`config.mk`:
```
export PLATFORM = sky130hd
export DESIGN_NAME = mul_pow_core_flat
export DESIGN_NICKNAME = d
export VERILOG_FILES = /design/src/rtl/mul_pow_if.sv /design/src/rtl/mul_pow_core.sv /design/src/flat_wrapper.sv
export SDC_FILE = /design/constraint.sdc
export NUM_CORES = 1
export LEC_CHECK = 0
export CAP_MARGIN = 20
export CORE_MARGIN = 4
export CORE_UTILIZATION = 50
export CTS_CLUSTER_SIZE = 28
export DETAILED_ROUTE_END_ITERATION = 8
export PLACE_DENSITY = 0.73
export RECOVER_POWER = 50
export SLEW_MARGIN = 0
export SYNTH_ARGS = -nofsm -noshare
export SYNTH_HDL_FRONTEND = slang
export SYNTH_SLANG_ARGS = --single-unit
```
`constraint.sdc`:
```
create_clock -name clk -period 6.4 [get_ports clk]
set_input_delay 1.28 -clock clk [delete_from_list [all_inputs] [get_ports clk]]
set_output_delay 1.28 -clock clk [all_outputs]
set_load 0.01 [all_outputs]
```
`src/rtl/mul_pow_if.sv`:
```
// mul_pow_if: operand/result bundle for the multiply/power engine.
// Uses the same in_valid/out_valid pulse handshake as the divide/root core.
interface mul_pow_if #(
    parameter int W1 = 10,
    parameter int W2 = 3,
    parameter int WO = 20
);
    logic          in_valid;
    logic          in_mode;
    logic [W1-1:0] in_data_1;
    logic [W2-1:0] in_data_2;
    logic          out_valid;
    logic [WO-1:0] out_data;
    logic          out_sat;

    modport master (
        output in_valid, in_mode, in_data_1, in_data_2,
        input  out_valid, out_data, out_sat
    );

    modport slave (
        input  in_valid, in_mode, in_data_1, in_data_2,
        output out_valid, out_data, out_sat
    );
endinterface

```
`src/rtl/mul_pow_core.sv`:
```
// mul_pow_core: iterative shift-add multiply and saturating power.
// Single-issue; rebuilds dividend/radicand from a div/root operand pair.
module mul_pow_core #(
    parameter int W1 = 10,
    parameter int W2 = 3,
    parameter int WO = 20
) (
    input  logic     clk,
    input  logic     rst_n,
    mul_pow_if.slave bus
);
    localparam int WP = W1 + WO;
    localparam logic [W2-1:0] MUL_K = W2[W2-1:0];

    typedef enum logic [1:0] {IDLE, CALC, DONE} state_t;

    state_t        state_q;
    logic          mode_q;
    logic          sat_q;
    logic [W2-1:0] b_q;
    logic [W2-1:0] cnt_q;
    logic [WO-1:0] m_q;
    logic [WO-1:0] acc_q;
    logic          out_valid_q;
    logic [WO-1:0] out_data_q;
    logic          out_sat_q;

    logic [WP-1:0] prod;
    logic          ovf;
    logic [WO-1:0] nxt_acc;
    logic          nxt_sat;

    // One step: shift-add for multiply, full-width product for power.
    always_comb begin
        prod    = WP'(acc_q) * WP'(m_q);
        ovf     = sat_q || (|prod[WP-1:WO]);
        nxt_acc = acc_q;
        nxt_sat = 1'b0;
        if (mode_q) begin
            nxt_sat = ovf;
            nxt_acc = ovf ? '1 : prod[WO-1:0];
        end else if (b_q[0]) begin
            nxt_acc = acc_q + m_q;
        end
    end

    always_ff @(posedge clk or negedge rst_n) begin
        if (!rst_n) begin
            state_q     <= IDLE;
            mode_q      <= 1'b0;
            sat_q       <= 1'b0;
            b_q         <= '0;
            cnt_q       <= '0;
            m_q         <= '0;
            acc_q       <= '0;
            out_valid_q <= 1'b0;
            out_data_q  <= '0;
            out_sat_q   <= 1'b0;
        end else begin
            unique case (state_q)
                IDLE: begin
                    if (bus.in_valid) begin
                        m_q    <= WO'(bus.in_data_1);
                        b_q    <= bus.in_data_2;
                        mode_q <= bus.in_mode;
                        sat_q  <= 1'b0;
                        if (!bus.in_mode) begin
                            acc_q   <= '0;
                            cnt_q   <= MUL_K;
                            state_q <= CALC;
                        end else if (bus.in_data_2 == '0) begin
                            // x**0 = 1, including 0**0
                            acc_q       <= WO'(1);
                            cnt_q       <= '0;
                            state_q     <= DONE;
                            out_valid_q <= 1'b1;
                            out_data_q  <= WO'(1);
                            out_sat_q   <= 1'b0;
                        end else begin
                            acc_q   <= WO'(1);
                            cnt_q   <= bus.in_data_2;
                            state_q <= CALC;
                        end
                    end
                end
                CALC: begin
                    acc_q <= nxt_acc;
                    sat_q <= nxt_sat;
                    cnt_q <= cnt_q - 1'b1;
                    if (!mode_q) begin
                        m_q <= m_q << 1;
                        b_q <= b_q >> 1;
                    end
                    if (cnt_q == W2'(1)) begin
                        state_q     <= DONE;
                        out_valid_q <= 1'b1;
                        out_data_q  <= nxt_acc;
                        out_sat_q   <= nxt_sat;
                    end
                end
                DONE: begin
                    state_q     <= IDLE;
                    out_valid_q <= 1'b0;
                    out_data_q  <= '0;
                    out_sat_q   <= 1'b0;
                end
                default: state_q <= IDLE;
            endcase
        end
    end

    assign bus.out_valid = out_valid_q;
    assign bus.out_data  = out_data_q;
    assign bus.out_sat   = out_sat_q;
endmodule
```
`src/flat_wrapper.sv`:
```
// flat-port wrapper written by rule: the top's interface ports become plain ports
module mul_pow_core_flat 
#(
    parameter int W1 = 10,
    parameter int W2 = 3,
    parameter int WO = 20
)
  (clk, rst_n, bus_in_valid, bus_in_mode, bus_in_data_1, bus_in_data_2, bus_out_valid, bus_out_data, bus_out_sat);
  mul_pow_if #(.W1(W1), .W2(W2), .WO(WO)) bus_i ();
  input  logic clk;
  input  logic rst_n;
  input wire logic [$bits(bus_i.in_valid)-1:0] bus_in_valid;
  input wire logic [$bits(bus_i.in_mode)-1:0] bus_in_mode;
  input wire logic [$bits(bus_i.in_data_1)-1:0] bus_in_data_1;
  input wire logic [$bits(bus_i.in_data_2)-1:0] bus_in_data_2;
  output wire logic [$bits(bus_i.out_valid)-1:0] bus_out_valid;
  output wire logic [$bits(bus_i.out_data)-1:0] bus_out_data;
  output wire logic [$bits(bus_i.out_sat)-1:0] bus_out_sat;
  assign bus_i.in_valid = bus_in_valid;
  assign bus_i.in_mode = bus_in_mode;
  assign bus_i.in_data_1 = bus_in_data_1;
  assign bus_i.in_data_2 = bus_in_data_2;
  assign bus_out_valid = bus_i.out_valid;
  assign bus_out_data = bus_i.out_data;
  assign bus_out_sat = bus_i.out_sat;
  mul_pow_core #(.W1(W1), .W2(W2), .WO(WO)) u_core (.clk(clk), .rst_n(rst_n), .bus(bus_i));
endmodule
```
Word-level counts from Yosys, hierarchy flattened
Index checks and enable logic that the tools add are counted.

word-level totals
  output and inout bits = 22
  register bits after elaboration = 72

cells by class
  equal/unequal tests = 8
  reductions and logical operators = 11
  add/sub/neg operators = 2
  $mul = 1
  muxes and demuxes = 39

operators by type and width
  operator                                          number
  2-to-1 mux 20 bit                                 10
  one-hot mux 20 bit (2 select lines)               2
  one-hot mux 20 bit (3 select lines)               1
  multiplier 20 x 20 -> 30 bit                      1
  adder 20 bit                                      1
  2-to-1 mux 3 bit                                  5
  one-hot mux 3 bit (2 select lines)                2
  2-to-1 mux 1 bit                                  11
  OR reduction 10 bit                               1
  2-to-1 mux 2 bit                                  4
  != test 2 bit, second input constant              3
  one-hot mux 1 bit (3 select lines)                2
  AND reduction 2 bit                               3
  AND reduction 5 bit                               1
  != test 2 x 1 -> 1 bit, second input constant     2
  one-hot mux 2 bit (2 select lines)                1
  == test 3 x 1 -> 1 bit, second input constant     1
  logical NOT 3 bit                                 1
  AND reduction 3 bit                               1
  nonzero test 3 bit                                1
  subtractor 3 x 1 -> 3 bit, second input constant  1
  == test 2 x 1 -> 1 bit, second input constant     1
  == test 2 bit, second input constant              1
  logical NOT 2 bit                                 1
  3 further kinds                                   3

Depth between registers and ports, before layout
  depth in word-level cells = 7
  gate-level depth with buffers = 30
  depth with buffers taken out = 26

Least setup slack after synthesis
OpenSTA, ideal clock, no wires.

  path kind = flip-flop to flip-flop
  start point = register u_core.acc_q[11]
  end point = register u_core.acc_q[13]
  data required time = 6.280 ns
  path slack = -0.570 ns
  stages on the path, launching flop included = 27
  data arrival time = 6.851 ns
  cell sequence = dfrtp_1 -> clkbuf_1 -> clkbuf_1 -> and2_1 -> fa_1 -> fa_1 -> inv_1 -> fa_1 -> inv_1 -> fa_1 -> fa_1 -> fa_1 -> inv_1 -> fa_1 -> inv_1 -> ha_1 -> a211oi_1 -> o211ai_1 -> a221oi_2 -> nor2_1 -> o22ai_1 -> mux2i_1 -> nand4_1 -> nor4_4 -> buf_4 -> a31oi_1 -> a31o_1

between the ends
  word-level cells in the longest chain between the ends = 6
  elaborated cells between the ends (all ways) = 8
  those cells by class = 1 x add/sub; 1 x mul; 4 x mux; 2 x reduce/logical

ends and longest elaborated chain
  what                                   line                text
  start: declaration                     mul_pow_core.sv:23  logic [WO-1:0] acc_q;
  start signal: assignment               mul_pow_core.sv:87  acc_q <= nxt_acc;
  multiplier 20 x 20 -> 30 bit           mul_pow_core.sv:35  prod = WP'(acc_q) * WP'(m_q);
  OR reduction 10 bit                    mul_pow_core.sv:36  ovf = sat_q || (|prod[WP-1:WO]);
  logical OR 1 bit                       mul_pow_core.sv:36
  2-to-1 mux 20 bit                      mul_pow_core.sv:41  nxt_acc = ovf ? '1 : prod[WO-1:0];
  2-to-1 mux 20 bit *                    mul_pow_core.sv:39  if (mode_q) begin
  one-hot mux 20 bit (2 select lines) *  mul_pow_core.sv:60  unique case (state_q)

Mark *: on every way between the ends. The rest lies on a longest branch, timed or not.
A chain may end at the register's enable or synchronous reset.

Worst setup path after layout
  start point = register u_core.m_q[4]
  end point = register u_core.out_data_q[4], in the netlist u_core.bus.out_data[4]

between the ends
  word-level cells in the longest chain between the ends = 7
  elaborated cells between the ends (all ways) = 9
  those cells by class = 1 x add/sub; 1 x mul; 5 x mux; 2 x reduce/logical

ends and longest elaborated chain
  what                                   line                text
  start: declaration                     mul_pow_core.sv:22  logic [WO-1:0] m_q;
  start signal: assignment               mul_pow_core.sv:63  m_q <= WO'(bus.in_data_1);
  start signal: assignment               mul_pow_core.sv:91  m_q <= m_q << 1;
  multiplier 20 x 20 -> 30 bit           mul_pow_core.sv:35
  OR reduction 10 bit                    mul_pow_core.sv:36
  logical OR 1 bit                       mul_pow_core.sv:36
  2-to-1 mux 20 bit                      mul_pow_core.sv:41
  2-to-1 mux 20 bit *                    mul_pow_core.sv:39
  2-to-1 mux 20 bit *                    mul_pow_core.sv:94  if (cnt_q == W2'(1)) begin
  one-hot mux 20 bit (3 select lines) *  mul_pow_core.sv:60
  end signal: assignment                 mul_pow_core.sv:97  out_data_q <= nxt_acc;
  end: declaration                       mul_pow_core.sv:25  logic [WO-1:0] out_data_q;

Mark *: on every way between the ends. The rest lies on a longest branch, timed or not. The select of a mux whose other input is x is not followed.

==> impl_metrics.csv <==
group,metric,value,unit
outcome,status,"finished with violations",
outcome,violations,"max-capacitance violations, max-slew violations, negative setup slack",
drt,drc,0,
drt,num_vias,12612,
power_and_ir_drop,combPwrFrac,84.7,%
logic_synthesis,synth-seq-cells,72,
logic_synthesis,ys_types,60,
place,dp_hpwl,36500,um
sta,final-max-slew-violation-count,75,
critical_path,cp-endpoint,"u_core.bus.out_data[4]$_DFFE_PN0P_",
power_and_ir_drop,power.density,475,nW/um^2
place,place.gp.congestion,0.949,
critical_path,worstSetupEndpointType,"register",
drt,drtAntennaViolNets,0,
logic_synthesis,synth_top_area_share,36.0,%
place,dp.cells,2265,
sta,fin_crit_sh,112,%
sta,fin_tns_setup,-28.23,ns
global_route,antenna_found_initial,0,
logic_synthesis,synth_flop_cell,"dfrtp_1",
critical_path,cp_max_fo,5,
critical_path,cp_common_cell,"fa_1",
sta,relSlewSlack,-103,%
logic_synthesis,yosys-top-cells-area,"fa_1 36%, dfrtp_1 12%, ha_1 10%",
critical_path,rr_startpoint,"u_core.m_q[4]$_DFFE_PN0P_",
logic_synthesis,yosys.area.top_type,"fa_1",
logic_synthesis,async_flop_share,100,%
die,die_area,33700,um^2
power_and_ir_drop,p_clk_share,5.8,%
clocking,clock_latency,0.36,ns
clocking,h-tree-depth,3,
die,core-area,30500,um^2
critical_path,crit_cells,29,
critical_path,worstPathRequired,6.64,ns
cells_and_area,drive_above_1_share,18.1,%
logic_synthesis,yosys_warnings,0,
cells_and_area,diodes,0,
sta,finalSetupViolCount,42,
power_and_ir_drop,vdd.ir_drop.worst,0.507,mV
power_and_ir_drop,p_sw,0.00463,W
logic_synthesis,synth_nets,2140,
clocking,clockBufferDepth,2,
cells_and_area,syn2layout_area_growth,20.3,%
power_and_ir_drop,switching_share,52.5,%
critical_path,crit_arrival,7.39,ns
sta,fin_crit,7.14,ns
cells_and_area,final_cells,2307,
die,dieHeight,184,um
cells_and_area,nets,2326,
critical_path,cpPeakStageDelay,0.53,ns
sta,fin_skew,0.00701,ns
place,io_buffers,38,
critical_path,reg2reg_to,"u_core.bus.out_data[4]$_DFFE_PN0P_",
logic_synthesis,synth_edf_count,0,
sta,fmax,0.140,GHz
run,drv_cap,2,
sta,layout_setup_ws,-0.744,ns
critical_path,cp-startpoint,"u_core.m_q[4]$_DFFE_PN0P_",
worst_hold_path,hold_class,"register to register",
drt,drtIter0Drc,940,
logic_synthesis,synth_area,15400,um^2
global_route,gr-total-overflow,0,
logic_synthesis,ys_seq_area_share,11.7,%
critical_path,reg2regPathDepth,29,
critical_path,critPathLaunchType,"register",
clocking,path_clk_slew,0.07,ns
global_route,grt_usage,27.5,%
sta,worst_slew_pin_slew,3.05,ns
power_and_ir_drop,pwr-share-seq,9.5,%
power_and_ir_drop,intPower,0.00419,W
clocking,clock_sinks,72,
sta,hold_violations,0,
critical_path,slowest_stage,"fa_1",
die,start_util,50.5,%
critical_path,critPathKind,"register to register",
power_and_ir_drop,p_leak,8.88,nW
drt,postRouteWirelength,44600,um
die,rows,64,
logic_synthesis,syn_avg_cell_area,8.96,um^2
critical_path,crit_family,"adder cells",
global_route,grt_max_degree,48,
drt,wl_per_cell,19.3,um
clocking,clockRootBuffer,"clkbuf_16",
die,io_pins,39,
clocking,cts_tree,"built",
sta,rsz0062_at_grt,"yes",
critical_path,cp_num_buf_inv,10,
drt,dr.pass1.iters,5,
die,die_w,184,um
critical_path,reg2reg_slack,-0.74,ns
global_route,grt_first_pass_wirelength,72900,um
logic_synthesis,synth_cells,1720,
clocking,cts_buffers,9,
global_route,grt_pass1_vias,13901,
drt,vias_per_cell,5.47,
[registers in the layout (all words and copies together), names as in the netlist]
signal,cells
u_core.cnt_q,3
u_core.mode_q,1
u_core.m_q,20
u_core.bus.out_valid,1
u_core.bus.out_sat,1
u_core.state_q,2
u_core.acc_q,20
u_core.sat_q,1
u_core.b_q,3
u_core.bus.out_data,20
[how the worst min path moves through the flow]
stage / from / end / slack (ns) / depth (start not counted)
global placement: u_core.b_q[1]$_DFFE_PN0P_ / u_core.b_q[1]$_DFFE_PN0P_ / 0.47 / 2
finish: u_core.bus.out_valid$_DFFE_PN0P_ / u_core.bus.out_valid$_DFFE_PN0P_ / 0.50 / 2
floorplan: u_core.sat_q$_DFFE_PN0P_ / u_core.sat_q$_DFFE_PN0P_ / 0.45 / 2
global route: u_core.bus.out_data[18]$_DFFE_PN0P_ / u_core.bus.out_data[18]$_DFFE_PN0P_ / 0.52 / 2
CTS: u_core.bus.out_data[18]$_DFFE_PN0P_ / u_core.bus.out_data[18]$_DFFE_PN0P_ / 0.50 / 2
detailed placement: u_core.bus.out_valid$_DFFE_PN0P_ / u_core.bus.out_valid$_DFFE_PN0P_ / 0.48 / 2
[cells in the mapped netlist, types with 5 or more instances]
master,n
nor2b_1,10
a21oi_1,60
o21a_1,7
dfrtp_1,72
xor2_1,20
a211oi_1,15
o21ai_1,23
mux2i_1,14
a31oi_1,13
fa_1,277
and2_1,218
ha_1,126
o21ai_0,42
nor3_1,11
nor2_1,36
clkbuf_1,89
a21o_1,14
a31o_1,9
xnor2_1,40
a22o_1,27
nand3_1,9
o211ai_1,8
inv_1,329
nand2b_1,6
nand2_1,183
nand4_1,5
[power by group through the flow]
stage	clock network [W]	registers, W	logic, W
final	0.000511	0.000839	0.00747
after global placement	0	0.000834	0.00669
after floorplan	0	0.000746	0.00432
after global routing	0.000531	0.000853	0.00821
after detailed placement	0	0.000838	0.00679
after CTS	0.000511	0.000830	0.00735
[metal layers]
layer | share of wire [%] | GRT usage, % | up-vias
met3 | 7.2 | 4.39 | 99
met5 | 0 | 0 | -
met2 | 48 | 45.4 | 483
met1 | 42 | 37.6 | 6333
li1 | - | - | 5697
met4 | 3.3 | 8.70 | 0
[cells by family (layout without fill, tap and decap cells)]
| family | count (synthesis) | count (layout) | synth area share (%) |
|---|---|---|---|
| AOI/OAI and AO/OA | 251 | 251 | 10.8 |
| xor gates and xnor gates | 60 | 60 | 3.41 |
| adders and majority gates | 403 | 403 | 46.2 |
| buffers and inverters | 426 | 617 | 10.4 |
| DFF | 72 | 72 | 11.7 |
| muxes | 15 | 15 | 0.982 |
| and+or+nand+nor | 493 | 493 | 16.5 |
[layout by cell type (no fill, tap or decap), drive strengths merged, types with 4 or more instances in the layout]
cell             n
clkbuf          12
a21oi           60
a31o            12
a211oi          16
a311o            4
nor4             4
nand4            5
fa             277
and3             4
a22o            27
a31oi           13
inv            332
xor2            20
nor2            36
nor3            11
and2           218
o211ai           8
nor2b           10
nand2          183
o31ai            4
a21o            14
clkdlybuf4s50   36
ha             126
nand2b           6
nand3            9
mux2i           14
o21a             7
o21ai           65
dfrtp           72
buf            232
xnor2           40
[what timing repair did]
action | 4_1_cts | 5_1_grt
gates cloned | 3 | 0
resized for setup | 64 | 23
pin swaps | 25 | 10
endpoints found under the setup margin | 42 | 42
buffers inserted | 23 | 5
hold buffers | 0 | 0
[per-stage QoR]
step,util (%),total power [W],hold WS [ns],setup slack (ns),area [um^2]
4_1_cts,60.6,0.00869,0.501,-0.712,18500
6_report,60.8,0.00882,0.495,-0.744,18600
3_3_place_gp,58.2,0.00752,0.471,-0.732,17800
3_5_place_dp,58.2,0.00763,0.481,-0.789,17800
2_1_floorplan,-,0.00507,0.449,-0.281,15700
5_1_grt,60.8,0.00959,0.516,-0.928,18600
[tightest hold or removal path, delay by kind of cell (launching register included)]
kind	cells	cell delay, ns
flops	1	0.34
simple gates	1	0.05
compound gates	1	0.07
[cell type report]
class / count / area, um^2
inverters: 330 / 1240
flip-flops and latches: 72 / 1820
repair buffers: 271 / 2290
clock buffers: 10 / 229
well taps: 396 / 495
fillers: 2480 / 12000
clock inverters: 6 / 50.0
multi-input cells: 1222 / 12400
(Power assumes the default switching activity.)
